### config.mk
export PLATFORM = sky130hd
export DESIGN_NAME = regfile_copy_hs_flat
export DESIGN_NICKNAME = d
export VERILOG_FILES = /design/src/rtl/regfile_pkg.sv /design/src/rtl/regfile_copy_hs_if.sv /design/src/rtl/regfile_io_ctrl.sv /design/src/rtl/regfile_copy_hs.sv /design/src/flat_wrapper.sv
export SDC_FILE = /design/constraint.sdc
export NUM_CORES = 1
export LEC_CHECK = 0
export ABC_CLOCK_PERIOD_IN_PS = 3300
export CORE_MARGIN = 2
export CORE_UTILIZATION = 23
export CTS_CLUSTER_SIZE = 14
export DETAILED_ROUTE_END_ITERATION = 6
export PLACE_DENSITY = 0.41
export SLEW_MARGIN = 15
export SYNTH_ARGS = -nofsm -noshare
export SYNTH_HDL_FRONTEND = slang
export SYNTH_HIERARCHICAL = 1
export SYNTH_SLANG_ARGS = --single-unit
### constraint.sdc
create_clock -name clk -period 3.3 [get_ports clk]
set_clock_uncertainty 0.2 [all_clocks]
set_input_delay 0.825 -clock clk [delete_from_list [all_inputs] [get_ports clk]]
set_output_delay 0.825 -clock clk [all_outputs]
set_load 0.02 [all_outputs]
### src/rtl/regfile_pkg.sv
// rtl/regfile_pkg.sv - shared opcode/state enums and instruction field decode for regfile_copy_hs
package regfile_pkg;

    typedef enum logic [1:0] {
        OP_COPY    = 2'b00,
        OP_SWAP    = 2'b01,
        OP_CLEAR   = 2'b10,
        OP_ILLEGAL = 2'b11
    } op_e;

    typedef enum logic [1:0] {
        S_IDLE,
        S_WAIT_IN,
        S_WAIT_OUT
    } state_e;

    localparam int MAX_IDX_W  = 8;
    localparam int INST_MAX_W = 2 + 2 * MAX_IDX_W;

    typedef struct packed {
        op_e                  op;
        logic [MAX_IDX_W-1:0] src;
        logic [MAX_IDX_W-1:0] dst;
    } inst_fields_t;

    // Fields are returned zero-extended to MAX_IDX_W so callers can range-check the full value.
    function automatic inst_fields_t decode_inst(input logic [INST_MAX_W-1:0] inst, input int idx_w);
        inst_fields_t            f;
        logic [INST_MAX_W-1:0]   mask;
        mask  = INST_MAX_W'((1 << idx_w) - 1);
        f.dst = MAX_IDX_W'(inst & mask);
        f.src = MAX_IDX_W'((inst >> idx_w) & mask);
        f.op  = op_e'(2'(inst >> (2 * idx_w)));
        return f;
    endfunction

endpackage

### src/rtl/regfile_copy_hs_if.sv
// rtl/regfile_copy_hs_if.sv - instruction/input/output handshakes and register visibility bundle
interface regfile_copy_hs_if #(
    parameter int WIDTH    = 8,
    parameter int NUM_REGS = 6
);
    localparam int IDX_W  = $clog2(NUM_REGS + 1);
    localparam int INST_W = 2 + 2 * IDX_W;

    logic                      inst_valid;
    logic                      inst_ready;
    logic [INST_W-1:0]         inst;
    logic [WIDTH-1:0]          in_data;
    logic                      in_valid;
    logic                      in_ready;
    logic [WIDTH-1:0]          out_data;
    logic                      out_valid;
    logic                      out_ready;
    logic [NUM_REGS*WIDTH-1:0] regs_flat;
    logic                      busy;
    logic                      err;

    modport master (
        output inst_valid, inst, in_data, in_valid, out_ready,
        input  inst_ready, in_ready, out_data, out_valid, regs_flat, busy, err
    );

    modport slave (
        input  inst_valid, inst, in_data, in_valid, out_ready,
        output inst_ready, in_ready, out_data, out_valid, regs_flat, busy, err
    );

endinterface

### src/rtl/regfile_io_ctrl.sv
// rtl/regfile_io_ctrl.sv - IDLE/WAIT_IN/WAIT_OUT handshake sequencer for regfile_copy_hs
module regfile_io_ctrl
    import regfile_pkg::*;
(
    input  logic clk,
    input  logic rst,
    input  logic start_in,
    input  logic start_out,
    input  logic in_valid,
    input  logic in_to_out,
    input  logic out_ready,
    output logic inst_ready,
    output logic in_ready,
    output logic out_valid,
    output logic busy
);

    state_e state_q;
    state_e state_d;

    always_ff @(posedge clk) begin
        if (rst) begin
            state_q <= S_IDLE;
        end else begin
            state_q <= state_d;
        end
    end

    always_comb begin
        state_d = state_q;
        case (state_q)
            S_IDLE: begin
                if (start_in) begin
                    state_d = S_WAIT_IN;
                end else if (start_out) begin
                    state_d = S_WAIT_OUT;
                end
            end
            S_WAIT_IN: begin
                if (in_valid) begin
                    state_d = in_to_out ? S_WAIT_OUT : S_IDLE;
                end
            end
            S_WAIT_OUT: begin
                if (out_ready) begin
                    state_d = S_IDLE;
                end
            end
            default: state_d = S_IDLE;
        endcase
    end

    // Outputs depend on state only, so accept logic upstream never loops back into itself.
    assign inst_ready = (state_q == S_IDLE);
    assign in_ready   = (state_q == S_WAIT_IN);
    assign out_valid  = (state_q == S_WAIT_OUT);
    assign busy       = (state_q != S_IDLE);

endmodule

### src/rtl/regfile_copy_hs.sv
// rtl/regfile_copy_hs.sv - register file with COPY/SWAP/CLEAR and handshaked I/O port
// REGFILE_ZERO_REG_EN: when defined, register 0 is hard-wired to zero.
module regfile_copy_hs
    import regfile_pkg::*;
#(
    parameter int WIDTH    = 8,
    parameter int NUM_REGS = 6
) (
    input  logic             clk,
    input  logic             rst,
    regfile_copy_hs_if.slave bus
);

    localparam int              IDX_W  = $clog2(NUM_REGS + 1);
    localparam logic [IDX_W-1:0] IO_IDX = IDX_W'(NUM_REGS);

    logic [WIDTH-1:0] regs [NUM_REGS];
    logic [WIDTH-1:0] out_data_q;
    logic [IDX_W-1:0] pend_dst_q;
    logic             err_q;

    inst_fields_t     fields;
    op_e              op;
    logic [IDX_W-1:0] src;
    logic [IDX_W-1:0] dst;
    logic             src_is_io;
    logic             dst_is_io;
    logic             illegal;
    logic             accept;
    logic             start_in;
    logic             start_out;
    logic             reg_op;
    logic             in_fire;
    logic             pend_is_io;

    logic inst_ready;
    logic in_ready;
    logic out_valid;
    logic busy;

    always_comb begin
        fields    = decode_inst(INST_MAX_W'(bus.inst), IDX_W);
        op        = fields.op;
        src       = IDX_W'(fields.src);
        dst       = IDX_W'(fields.dst);
        src_is_io = (src == IO_IDX);
        dst_is_io = (dst == IO_IDX);
        illegal   = (op == OP_ILLEGAL)
                 || (fields.src > MAX_IDX_W'(NUM_REGS))
                 || (fields.dst > MAX_IDX_W'(NUM_REGS))
                 || ((op == OP_SWAP) && (src_is_io || dst_is_io));
        accept    = bus.inst_valid && inst_ready;
        start_in  = accept && !illegal && (op == OP_COPY) && src_is_io;
        start_out = accept && !illegal && dst_is_io
                 && (((op == OP_COPY) && !src_is_io) || (op == OP_CLEAR));
        reg_op    = accept && !illegal && !dst_is_io && !((op == OP_COPY) && src_is_io);
    end

    assign in_fire    = bus.in_valid && in_ready;
    assign pend_is_io = (pend_dst_q == IO_IDX);

    regfile_io_ctrl u_io_ctrl (
        .clk        (clk),
        .rst        (rst),
        .start_in   (start_in),
        .start_out  (start_out),
        .in_valid   (bus.in_valid),
        .in_to_out  (pend_is_io),
        .out_ready  (bus.out_ready),
        .inst_ready (inst_ready),
        .in_ready   (in_ready),
        .out_valid  (out_valid),
        .busy       (busy)
    );

    always_ff @(posedge clk) begin
        if (rst) begin
            for (int i = 0; i < NUM_REGS; i++) begin
                regs[i] <= '0;
            end
            out_data_q <= '0;
            pend_dst_q <= '0;
            err_q      <= 1'b0;
        end else begin
            if (accept && illegal) begin
                err_q <= 1'b1;
            end
            if (reg_op) begin
                case (op)
                    OP_COPY:  regs[dst] <= regs[src];
                    OP_SWAP: begin
                        regs[dst] <= regs[src];
                        regs[src] <= regs[dst];
                    end
                    OP_CLEAR: regs[dst] <= '0;
                    default: ;
                endcase
            end
            if (start_in) begin
                pend_dst_q <= dst;
            end
            if (start_out) begin
                out_data_q <= (op == OP_CLEAR) ? '0 : regs[src];
            end
            if (in_fire) begin
                if (pend_is_io) begin
                    out_data_q <= bus.in_data;
                end else begin
                    regs[pend_dst_q] <= bus.in_data;
                end
            end
`ifdef REGFILE_ZERO_REG_EN
            // Last assignment wins, so every write to register 0 is discarded.
            regs[0] <= '0;
`else
`endif
        end
    end

    always_comb begin
        bus.regs_flat = '0;
        for (int i = 0; i < NUM_REGS; i++) begin
            bus.regs_flat[i*WIDTH +: WIDTH] = regs[i];
        end
    end

    assign bus.inst_ready = inst_ready;
    assign bus.in_ready   = in_ready;
    assign bus.out_valid  = out_valid;
    assign bus.out_data   = out_data_q;
    assign bus.busy       = busy;
    assign bus.err        = err_q;

endmodule

### src/flat_wrapper.sv
// flat-port wrapper written by rule: the top's interface ports become plain ports
module regfile_copy_hs_flat import regfile_pkg::*;
#(
    parameter int WIDTH    = 8,
    parameter int NUM_REGS = 6
)
  (clk, rst, bus_inst_valid, bus_inst, bus_in_data, bus_in_valid, bus_out_ready, bus_inst_ready, bus_in_ready, bus_out_data, bus_out_valid, bus_regs_flat, bus_busy, bus_err);
  regfile_copy_hs_if #(.WIDTH(WIDTH), .NUM_REGS(NUM_REGS)) bus_i ();
  input  logic clk;
  input  logic rst;
  input wire logic [$bits(bus_i.inst_valid)-1:0] bus_inst_valid;
  input wire logic [$bits(bus_i.inst)-1:0] bus_inst;
  input wire logic [$bits(bus_i.in_data)-1:0] bus_in_data;
  input wire logic [$bits(bus_i.in_valid)-1:0] bus_in_valid;
  input wire logic [$bits(bus_i.out_ready)-1:0] bus_out_ready;
  output wire logic [$bits(bus_i.inst_ready)-1:0] bus_inst_ready;
  output wire logic [$bits(bus_i.in_ready)-1:0] bus_in_ready;
  output wire logic [$bits(bus_i.out_data)-1:0] bus_out_data;
  output wire logic [$bits(bus_i.out_valid)-1:0] bus_out_valid;
  output wire logic [$bits(bus_i.regs_flat)-1:0] bus_regs_flat;
  output wire logic [$bits(bus_i.busy)-1:0] bus_busy;
  output wire logic [$bits(bus_i.err)-1:0] bus_err;
  assign bus_i.inst_valid = bus_inst_valid;
  assign bus_i.inst = bus_inst;
  assign bus_i.in_data = bus_in_data;
  assign bus_i.in_valid = bus_in_valid;
  assign bus_i.out_ready = bus_out_ready;
  assign bus_inst_ready = bus_i.inst_ready;
  assign bus_in_ready = bus_i.in_ready;
  assign bus_out_data = bus_i.out_data;
  assign bus_out_valid = bus_i.out_valid;
  assign bus_regs_flat = bus_i.regs_flat;
  assign bus_busy = bus_i.busy;
  assign bus_err = bus_i.err;
  regfile_copy_hs #(.WIDTH(WIDTH), .NUM_REGS(NUM_REGS)) u_core (.clk(clk), .rst(rst), .bus(bus_i));
endmodule
# Yosys cells after proc, flatten, opt, wreduce, memory -nomap -nowiden
# Memory sizes are Yosys's and may differ from the RTL's.
# Cells that the tools add are included.
# W data, S select, Z words.
[word_totals] register_bits=14 latchBits=0 ramBits=48 rom_bits=0 inputBits=21 output_inout_bits=61 wordCells=88 n_memories=1
[memory_table] name="u_core.regs" depth=6 width=8 read_ports=8 rd_ports_with_merged_regs=0 write_ports=6 line_no="regfile_copy_hs.sv:17" source="logic [WIDTH-1:0] regs [NUM_REGS];"
[op_classes] addsub=0 multipliers=0 n_div=0 magnitude_cmp=2 eq_ne=11 shift=0 n_mux=39 bitwise_logic=2 n_reduce_logical=29
[ops] cell="$mux W8" n=9
[ops] cell="$reduce_or A8 Y1" n=3
[ops] cell="$mux W1" n=21
[ops] cell="$logic_and A1 B1 Y1" n=13
[ops] cell="$mux W2" n=5
[ops] cell="$eq A3 B3 Y1 const B" n=3
[ops] cell="$mux W3" n=3
[ops] cell="$eq A2 B2 Y1 const B" n=3
[ops] cell="$gt A3 B3 Y1 const B" n=2
[ops] cell="$pmux W2 S3" n=1
[ops] cell="$logic_or A1 B1 Y1" n=5
[ops] cell="$eq A2 B1 Y1 const B" n=2
[ops] cell="$logic_not A1 Y1" n=4
[ops] cell="$logic_not A2 Y1" n=2
[ops] cell="$ne A2 B2 Y1 const B" n=2
[ops] cell="$ne A3 B1 Y1 const B" n=1
[ops] cell="$reduce_and A3 Y1" n=1
[ops] cell="$or A1 B1 Y1" n=2
[ops] cell="$reduce_bool A2 Y1" n=1

# Logic depth before layout (Yosys ltp)
# Gate-level depths: netlist of run 1.
[depth] word_depth=16 mapped_depth=7 depth_no_buf=7

# By module
# The synthesis of run 1 kept the hierarchy.
[modules_own_cells] module="regfile_copy_hs" n_inst=1 cells_per_inst=485 area_each_um2=5156.2 seq_area_each_um2=2162.1
[modules_own_cells] module="regfile_io_ctrl" n_inst=1 cells_per_inst=12 area_each_um2=113.9 seq_area_each_um2=40.0

# Worst setup path before layout of run 1
# No wires, ideal clock.
[synth_timing] path_type="input port to flip-flop" start="input port bus_inst[4]" end="memory u_core.regs[0][1], data pin" setup_ns=0.296 t_arrival_ns=2.419 required_ns=2.804 slack_ns=0.384 path_stages=6 n_path_buf=2 cell_sequence="buf_2 -> buf_2 -> mux2i_1 -> o22ai_1 -> a211oi_1 -> o311ai_0"
[synth_lines] element="start: declaration" line_no="flat_wrapper.sv:12" source="input wire logic [$bits(bus_i.inst)-1:0] bus_inst;"
[synth_lines] element="end: declaration" line_no="regfile_copy_hs.sv:17"

==> impl_metrics.toml, run 1 <==
[worst_hold_path]
hold_path.startpoint = "u_core/bus.err$_SDFFE_PP0P_"
holdPathEnd = "u_core/bus.err$_SDFFE_PP0P_"
whs_path_depth = 1
holdCritPathClass = "flip-flop to flip-flop"

[worst_setup_path]
crit_path_dat_ns = 3.03
worstRegToRegCells = 8
r2r_setup_slack_ns = 0.66
r2r-start = "u_core/u_io_ctrl/state_q[1]$_SDFFE_PP0P_"
critical_path.max_fanout = 4
worstSetupStartpoint = "bus_inst[0]"
r2r-end = "u_core/regs[5][5]$_DFFE_PP_"
worstSetupEndpointType = "flip-flop"
worst-setup-path-type = "primary input to flip-flop"
cp-start-kind = "primary input"
worst-endpoint-required_ns = 3.21

[power_and_ir_drop]
power.net_switching_mw = 0.707
cellInternalPower_mw = 1.88
p_clk_share_pct = 37.2
combinationalPowerShare_pct = 19.2
power_density_mw_per_mm2 = 348
p_seq_share_pct = 43.6
p_leak_nw = 2.67
ir_worst_vdd_mv = 0.224
switch_share_pct = 27.4

[logic_synthesis]
synth-seq-cells = 78
synth_top_cells_by_area = "sky130_fd_sc_hd__edfxtp_1 36%, sky130_fd_sc_hd__mux4_2 12%, sky130_fd_sc_hd__dfxtp_1 5.3%"
synth.yosys.seq_area_share_pct = 41.8
synth.distinct_cells = 59
mappedNetlistArea_mm2 = 0.00527
ys_top_cells_by_count = "72 x sky130_fd_sc_hd__nand2_1, 64 x sky130_fd_sc_hd__edfxtp_1, 28 x sky130_fd_sc_hd__mux4_2, 28 x sky130_fd_sc_hd__nand3_1, 27 x sky130_fd_sc_hd__o221ai_1"
synth_enable_flop_cells = 64
postSynthCellCount = 497
netlist.top_cell.by_area = "sky130_fd_sc_hd__edfxtp_1"
yosys.area.top_type_share_pct = 36.5
synth.yosys.warnings = 6
mean_post_synth_cell_area_um2 = 10.6
yosys.cell_count.top_type = "sky130_fd_sc_hd__nand2_1"
asyncSetResetFlopFracSynth_pct = 0
synth_top_flop_cell = "sky130_fd_sc_hd__edfxtp_1"

[detailed_routing]
dr.first_iter.drc_count = 353
routedWlPerCell_um = 24.0
ant_nets = 0
wirelength_um = 22900
vias_after_detailed_routing = 5064
routed_via_density = 5.31
drt_drc_violations_left = 0
firstDrtPassIters = 4

[floorplan]
floorplan.die_area_mm2 = 0.0241
die_width_um = 155
floorplan.io_pins = 82
die_h_um = 155
coreArea_mm2 = 0.0226
initial_core_util_pct = 23.3
rows = 55

[sta]
max_clock_freq_ghz = 0.320
worst_slew_margin_rel_pct = 63.5
final.period_utilization_pct = 94.8
setup_repair_after_global_routing_missed_its_margin = "false"
hold_viol = 0
worst_hold_slack_ns = 0.275
finalWorstPathRequiredPeriod_ns = 3.13
setup_violating_endpoint_count_in_the_final_report = 0
slew_violations = 0
worst_slew_pin_slew_ns = 0.542

[clock_network]
cts_buffer_depth = 2
path_clk_slew_ns = 0.06
cts-root-buf = "sky130_fd_sc_hd__clkbuf_16"
ctsHoldBuffers = 0
ctsResizeCount = 0
cts_tree = "built"
cts_setup_buffers = 0
clock_tree.htree_level_count = 3
clkLatencyLatePin_ns = 0.35
clock_sink_count = 78
inserted_clock_buffers = 9

[layout]
share_of_cells_above_drive_strength_1_pct = 27.2
post_layout_nonfiller_instances = 954
antenna_cells = 0
nNetsFinal = 686
area_overhead_vs_synth_pct = 40.9

[placed_design]
place_inst = 939
hpwl_um = 17000
gp_congestion = 0.914
port_buffers = 81

[global_routing]
grt_antenna_before_repair = 0
grt_first_pass_wirelength_um = 33800
via_count_of_the_first_global_routing_pass = 5208
global_route.overflow_total = 0
grt_start_max_net_pins = 29
grt_usage_pct = 19.3

[status]
outcome = "complete, no violations"

[job]
timing.max_cap.violations = 0
## power by group through the flow
| stage | combinational, mW | sequential, mW | clock [mW] |
|---|---|---|---|
| 2_1_floorplan | 0.217 | 1.17 | 0 |
| 3_3_place_gp | 0.489 | 1.15 | 0 |
| 3_5_place_dp | 0.493 | 1.15 | 0 |
| 4_1_cts | 0.495 | 1.13 | 0.984 |
| 5_1_grt | 0.526 | 1.13 | 1.01 |
| 6_report | 0.496 | 1.13 | 0.960 |
## cell usage in the layout, fill, tap and decap left out, types with 9 or more instances in the layout
master / count
sky130_fd_sc_hd__buf_4: 104
sky130_fd_sc_hd__clkbuf_16: 9
sky130_fd_sc_hd__clkdlybuf4s50_1: 80
sky130_fd_sc_hd__dfxtp_1: 14
sky130_fd_sc_hd__edfxtp_1: 64
sky130_fd_sc_hd__inv_1: 26
sky130_fd_sc_hd__mux2i_1: 18
sky130_fd_sc_hd__mux4_2: 28
sky130_fd_sc_hd__nand2_1: 72
sky130_fd_sc_hd__nand3_1: 28
sky130_fd_sc_hd__nand3b_1: 10
sky130_fd_sc_hd__nor2_1: 14
sky130_fd_sc_hd__nor3_1: 11
sky130_fd_sc_hd__o211ai_1: 15
sky130_fd_sc_hd__o21ai_0: 13
sky130_fd_sc_hd__o221ai_1: 27
sky130_fd_sc_hd__o311ai_0: 9
sky130_fd_sc_hd__or2_2: 12
## registers in the layout (all words and copies together), names as in the netlist
name	count
u_core/pend_dst_q	3
u_core/bus.out_data	8
u_core/bus.err	1
u_core/regs	64
u_core/u_io_ctrl/state_q	2
## metrics by stage
| step | power (mW) | instance area (um^2) | TNS [ns] | setup WS [ns] | utilization (%) |
|---|---|---|---|---|---|
| after floorplan | 1.39 | 5300 | 0 | 0.384 | - |
| after global placement | 1.64 | 7150 | -2.89 | -0.100 | 31.7 |
| after detailed placement | 1.64 | 7150 | -3.27 | -0.0962 | 31.7 |
| after CTS | 2.61 | 7430 | 0 | 0.231 | 32.9 |
| after global routing | 2.67 | 7430 | 0 | 0.0909 | 32.9 |
| final | 2.58 | 7430 | 0 | 0.172 | 32.9 |
## worst max-delay path, stage by stage
cell                              delay, ns
sky130_fd_sc_hd__clkdlybuf4s50_1       0.45
sky130_fd_sc_hd__buf_4                 0.14
sky130_fd_sc_hd__and3b_1               0.23
sky130_fd_sc_hd__a2111oi_4             0.44
sky130_fd_sc_hd__nand4_1               0.42
sky130_fd_sc_hd__o311ai_0              0.52
## cells by family after synthesis
family / count (synthesis) / share of synthesized area [%]
other cells: 1 / 0.0712
buf+inv: 66 / 5.46
flops: 78 / 41.8
simple gates: 202 / 21.2
mux: 52 / 16.7
compound gates: 98 / 14.8
## cell type report
type / instances / area [um^2]
inverter: 26 / 97.6
sequential: 78 / 2200
tap: 285 / 357
clock buffer: 12 / 256
multi-input combinational: 360 / 2810
timing repair buffer: 190 / 1690
fill: 2322 / 15100
clock inverter: 3 / 21.3
## worst max-delay path by stage
stage | to | slack [ns] | cells after the start
2_1_floorplan | u_core/regs[0][1]$_DFFE_PP_ | 0.38 | 6
3_3_place_gp | u_core/regs[5][4]$_DFFE_PP_ | -0.10 | 8
3_5_place_dp | u_core/regs[0][6]$_DFFE_PP_ | -0.1 | 7
4_1_cts | u_core/regs[1][3]$_DFFE_PP_ | 0.23 | 8
5_1_grt | u_core/regs[0][7]$_DFFE_PP_ | 0.09 | 7
6_report | u_core/regs[0][5]$_DFFE_PP_ | 0.17 | 6
## layer usage
metal,global-route usage (%),wire (um)
met1,24.4,9910
met4,6.90,673
met2,32.2,11000
met3,4.32,1320
met5,1.24,44
(Power assumes the default switching activity.)
==> run 2: changes to the inputs <==
- ABC_AREA: unset -> 1
- PLACE_DENSITY: 0.41 -> 0.4
==> run 2 against run 1 <==
Effect of this change: non-clock buffer count is 1 higher; clock-buffer cell count is 1 lower; combinational power is 42% higher; die area is 18% higher.
==> impl_metrics.toml, run 2 <==
[worst_setup_path]
worstRegToRegCells = 10
critical_path.max_fanout = 16
worstSetupEndpointType = "flip-flop"
cp-start-kind = "primary input"
worst-endpoint-required_ns = 3.28
worst-setup-path-type = "primary input to flip-flop"
crit_path_dat_ns = 3.12

[clock_network]
cts_tree = "built"
cts_setup_buffers = 0
cts-root-buf = "sky130_fd_sc_hd__clkbuf_16"
clock_tree.htree_level_count = 3
clkLatencyLatePin_ns = 0.36
inserted_clock_buffers = 9
path_clk_slew_ns = 0.06
ctsHoldBuffers = 0
cts_buffer_depth = 2
ctsResizeCount = 0
clock_sink_count = 78

[logic_synthesis]
mappedNetlistArea_mm2 = 0.00624
synth_top_flop_cell = "sky130_fd_sc_hd__edfxtp_1"
synth_top_cells_by_area = "sky130_fd_sc_hd__edfxtp_1 31%, sky130_fd_sc_hd__nand2_1 22%, sky130_fd_sc_hd__nor2_1 8.1%"
synth.yosys.warnings = 6
asyncSetResetFlopFracSynth_pct = 0
synth.distinct_cells = 36
yosys.area.top_type_share_pct = 30.8
synth_enable_flop_cells = 64
postSynthCellCount = 950
synth-seq-cells = 78
yosys.cell_count.top_type = "sky130_fd_sc_hd__nand2_1"
mean_post_synth_cell_area_um2 = 6.57
ys_top_cells_by_count = "361 x sky130_fd_sc_hd__nand2_1, 135 x sky130_fd_sc_hd__nor2_1, 78 x sky130_fd_sc_hd__inv_1"
synth.yosys.seq_area_share_pct = 35.3
netlist.top_cell.by_area = "sky130_fd_sc_hd__edfxtp_1"

[power_and_ir_drop]
p_total_mw = 2.89
p_leak_nw = 3.95
power_density_mw_per_mm2 = 336
ir_worst_vdd_mv = 0.244

[global_routing]
grt_first_pass_wirelength_um = 41000
global_route.overflow_total = 0
grt_start_max_net_pins = 42
via_count_of_the_first_global_routing_pass = 6211
grt_usage_pct = 19.9
grt_antenna_before_repair = 0

[sta]
worst_slew_pin_slew_ns = 0.762
setup_repair_after_global_routing_missed_its_margin = "false"
max_clock_freq_ghz = 0.318
slew_violations = 0
worst_hold_slack_ns = 0.295
hold_viol = 0
totalNegativeSetupSlack_ns = 0
worst_slew_margin_rel_pct = 49.1
final.period_utilization_pct = 95.2
finalWorstPathRequiredPeriod_ns = 3.14
final_critical_path_setup_slack_ns = 0.160
setup_violating_endpoint_count_in_the_final_report = 0

[layout]
flip_flop_count_of_the_largest_register_after_layout = 64
share_of_cells_above_drive_strength_1_pct = 15.7
multiInputGateArea_mm2 = 0.00345
nNetsFinal = 1128
fin_area_mm2 = 0.00861
layout.core_utilization_pct = 32.1
layout.cells.most_common = "sky130_fd_sc_hd__nand2_1"
antenna_cells = 0
area_overhead_vs_synth_pct = 38.0
max_flop_register = "u_core/regs"
layout.filler_cells = 2904
most-common-layout-cells = "361 x sky130_fd_sc_hd__nand2_1, 135 x sky130_fd_sc_hd__nor2_1, 90 x sky130_fd_sc_hd__buf_4"
post_layout_nonfiller_instances = 1453
ff_latch_area_mm2 = 0.00220

[placed_design]
dp_worst_setup_slack_ns = -0.187
standard_cell_area_after_detailed_placement_mm2 = 0.00831
place_inst = 1437
gp_congestion = 0.864
port_buffers = 81
hpwl_um = 21100

[detailed_routing]
vias_after_detailed_routing = 6812
route.met2.wl_um = 12300
dr.first_iter.drc_count = 633
firstDrtPassIters = 5
maxUsedRoutingLayer = "met4"
met1Wirelength_um = 13600
drt_drc_violations_left = 0
ant_nets = 0
met3RoutedLength_um = 1850
wirelength_um = 28200
routed_via_density = 4.69
routedWlPerCell_um = 19.4

[job]
timing.max_cap.violations = 0

[floorplan]
floorplan.io_pins = 82
floorplan.die_area_mm2 = 0.0285
die_width_um = 169
die_h_um = 169
coreArea_mm2 = 0.0268
initial_core_util_pct = 23.3
rows = 60

[worst_hold_path]
whs_path_depth = 2
holdCritPathClass = "flip-flop to flip-flop"

[status]
outcome = "complete, no violations"
-- run 2: changes by cell type in the layout (fill, tap and decap cells not counted), moves of 12 or more --
cell / previous run / this run
sky130_fd_sc_hd__nand4_1: 4 / 43
sky130_fd_sc_hd__nor2_1: 14 / 135
sky130_fd_sc_hd__mux4_2: 28 / 0
sky130_fd_sc_hd__o21ai_0: 13 / 47
sky130_fd_sc_hd__a21oi_1: 1 / 61
sky130_fd_sc_hd__o221ai_1: 27 / 0
sky130_fd_sc_hd__mux2i_1: 18 / 0
sky130_fd_sc_hd__or2_2: 12 / 0
sky130_fd_sc_hd__buf_12: 5 / 19
sky130_fd_sc_hd__inv_1: 26 / 78
sky130_fd_sc_hd__nand2_1: 72 / 361
sky130_fd_sc_hd__buf_4: 104 / 90
-- run 2: worst max-delay path, stage by stage --
cell	delay [ns]
sky130_fd_sc_hd__clkdlybuf4s50_1	0.67
sky130_fd_sc_hd__buf_4	0.29
sky130_fd_sc_hd__nand2_1	0.07
sky130_fd_sc_hd__nand2_1	0.07
sky130_fd_sc_hd__nand2_1	0.05
sky130_fd_sc_hd__nand2_1	0.09
sky130_fd_sc_hd__nand2_1	0.06
sky130_fd_sc_hd__nand2_1	0.25
sky130_fd_sc_hd__nand4_4	0.32
sky130_fd_sc_hd__nor2_1	0.17
sky130_fd_sc_hd__nand2_1	0.07
sky130_fd_sc_hd__a21oi_1	0.18
-- run 2: final cells by class --
cell class,instances,share of cell area (%)
Clock inverter,5,0.683
Inverter,95,4.17
Timing Repair Buffer,191,21.7
Sequential cell,78,25.6
Clock buffer,11,2.82
Multi-Input combinational cell,732,40.1
Tap cell,341,4.95
-- run 2: metal layers --
| metal | global-route usage [%] | up-vias |
|---|---|---|
| li1 | - | 3374 |
| met1 | 29.4 | 3154 |
| met2 | 30.3 | 260 |
| met3 | 1.99 | 24 |
| met4 | 6.22 | 0 |
| met5 | 0 | - |
-- run 2: logic make-up (layout without fill, tap and decap cells) --
group	Yosys count	after routing	synth area share, %
AND/OR/NAND/NOR	606	606	44.6
buffers and inverters	147	302	10.1
AO/OA/AOI/OAI	118	118	9.90
flip-flops	78	78	35.3
other	1	8	0.0601
-- run 2: worst paths after layout --
kind	to	slack, ns	startpoint
setup / recovery	u_core/regs[2][1]$_DFFE_PP_	0.16	bus_inst[3]
hold / removal	u_core/bus.err$_SDFFE_PP0P_	0.30	u_core/bus.err$_SDFFE_PP0P_
setup reg to reg	u_core/regs[4][6]$_DFFE_PP_	0.91	u_core/u_io_ctrl/state_q[1]$_SDFFE_PP0P_
hold reg to reg	u_core/bus.err$_SDFFE_PP0P_	0.30	u_core/bus.err$_SDFFE_PP0P_
-- run 2: power by group --
part	leakage, nW	internal [mW]	switching, mW
Sequential	0.770	1.10	0.0410
Combinational	3.03	0.265	0.439
Clock	0.142	0.607	0.441
Total	3.95	1.97	0.921
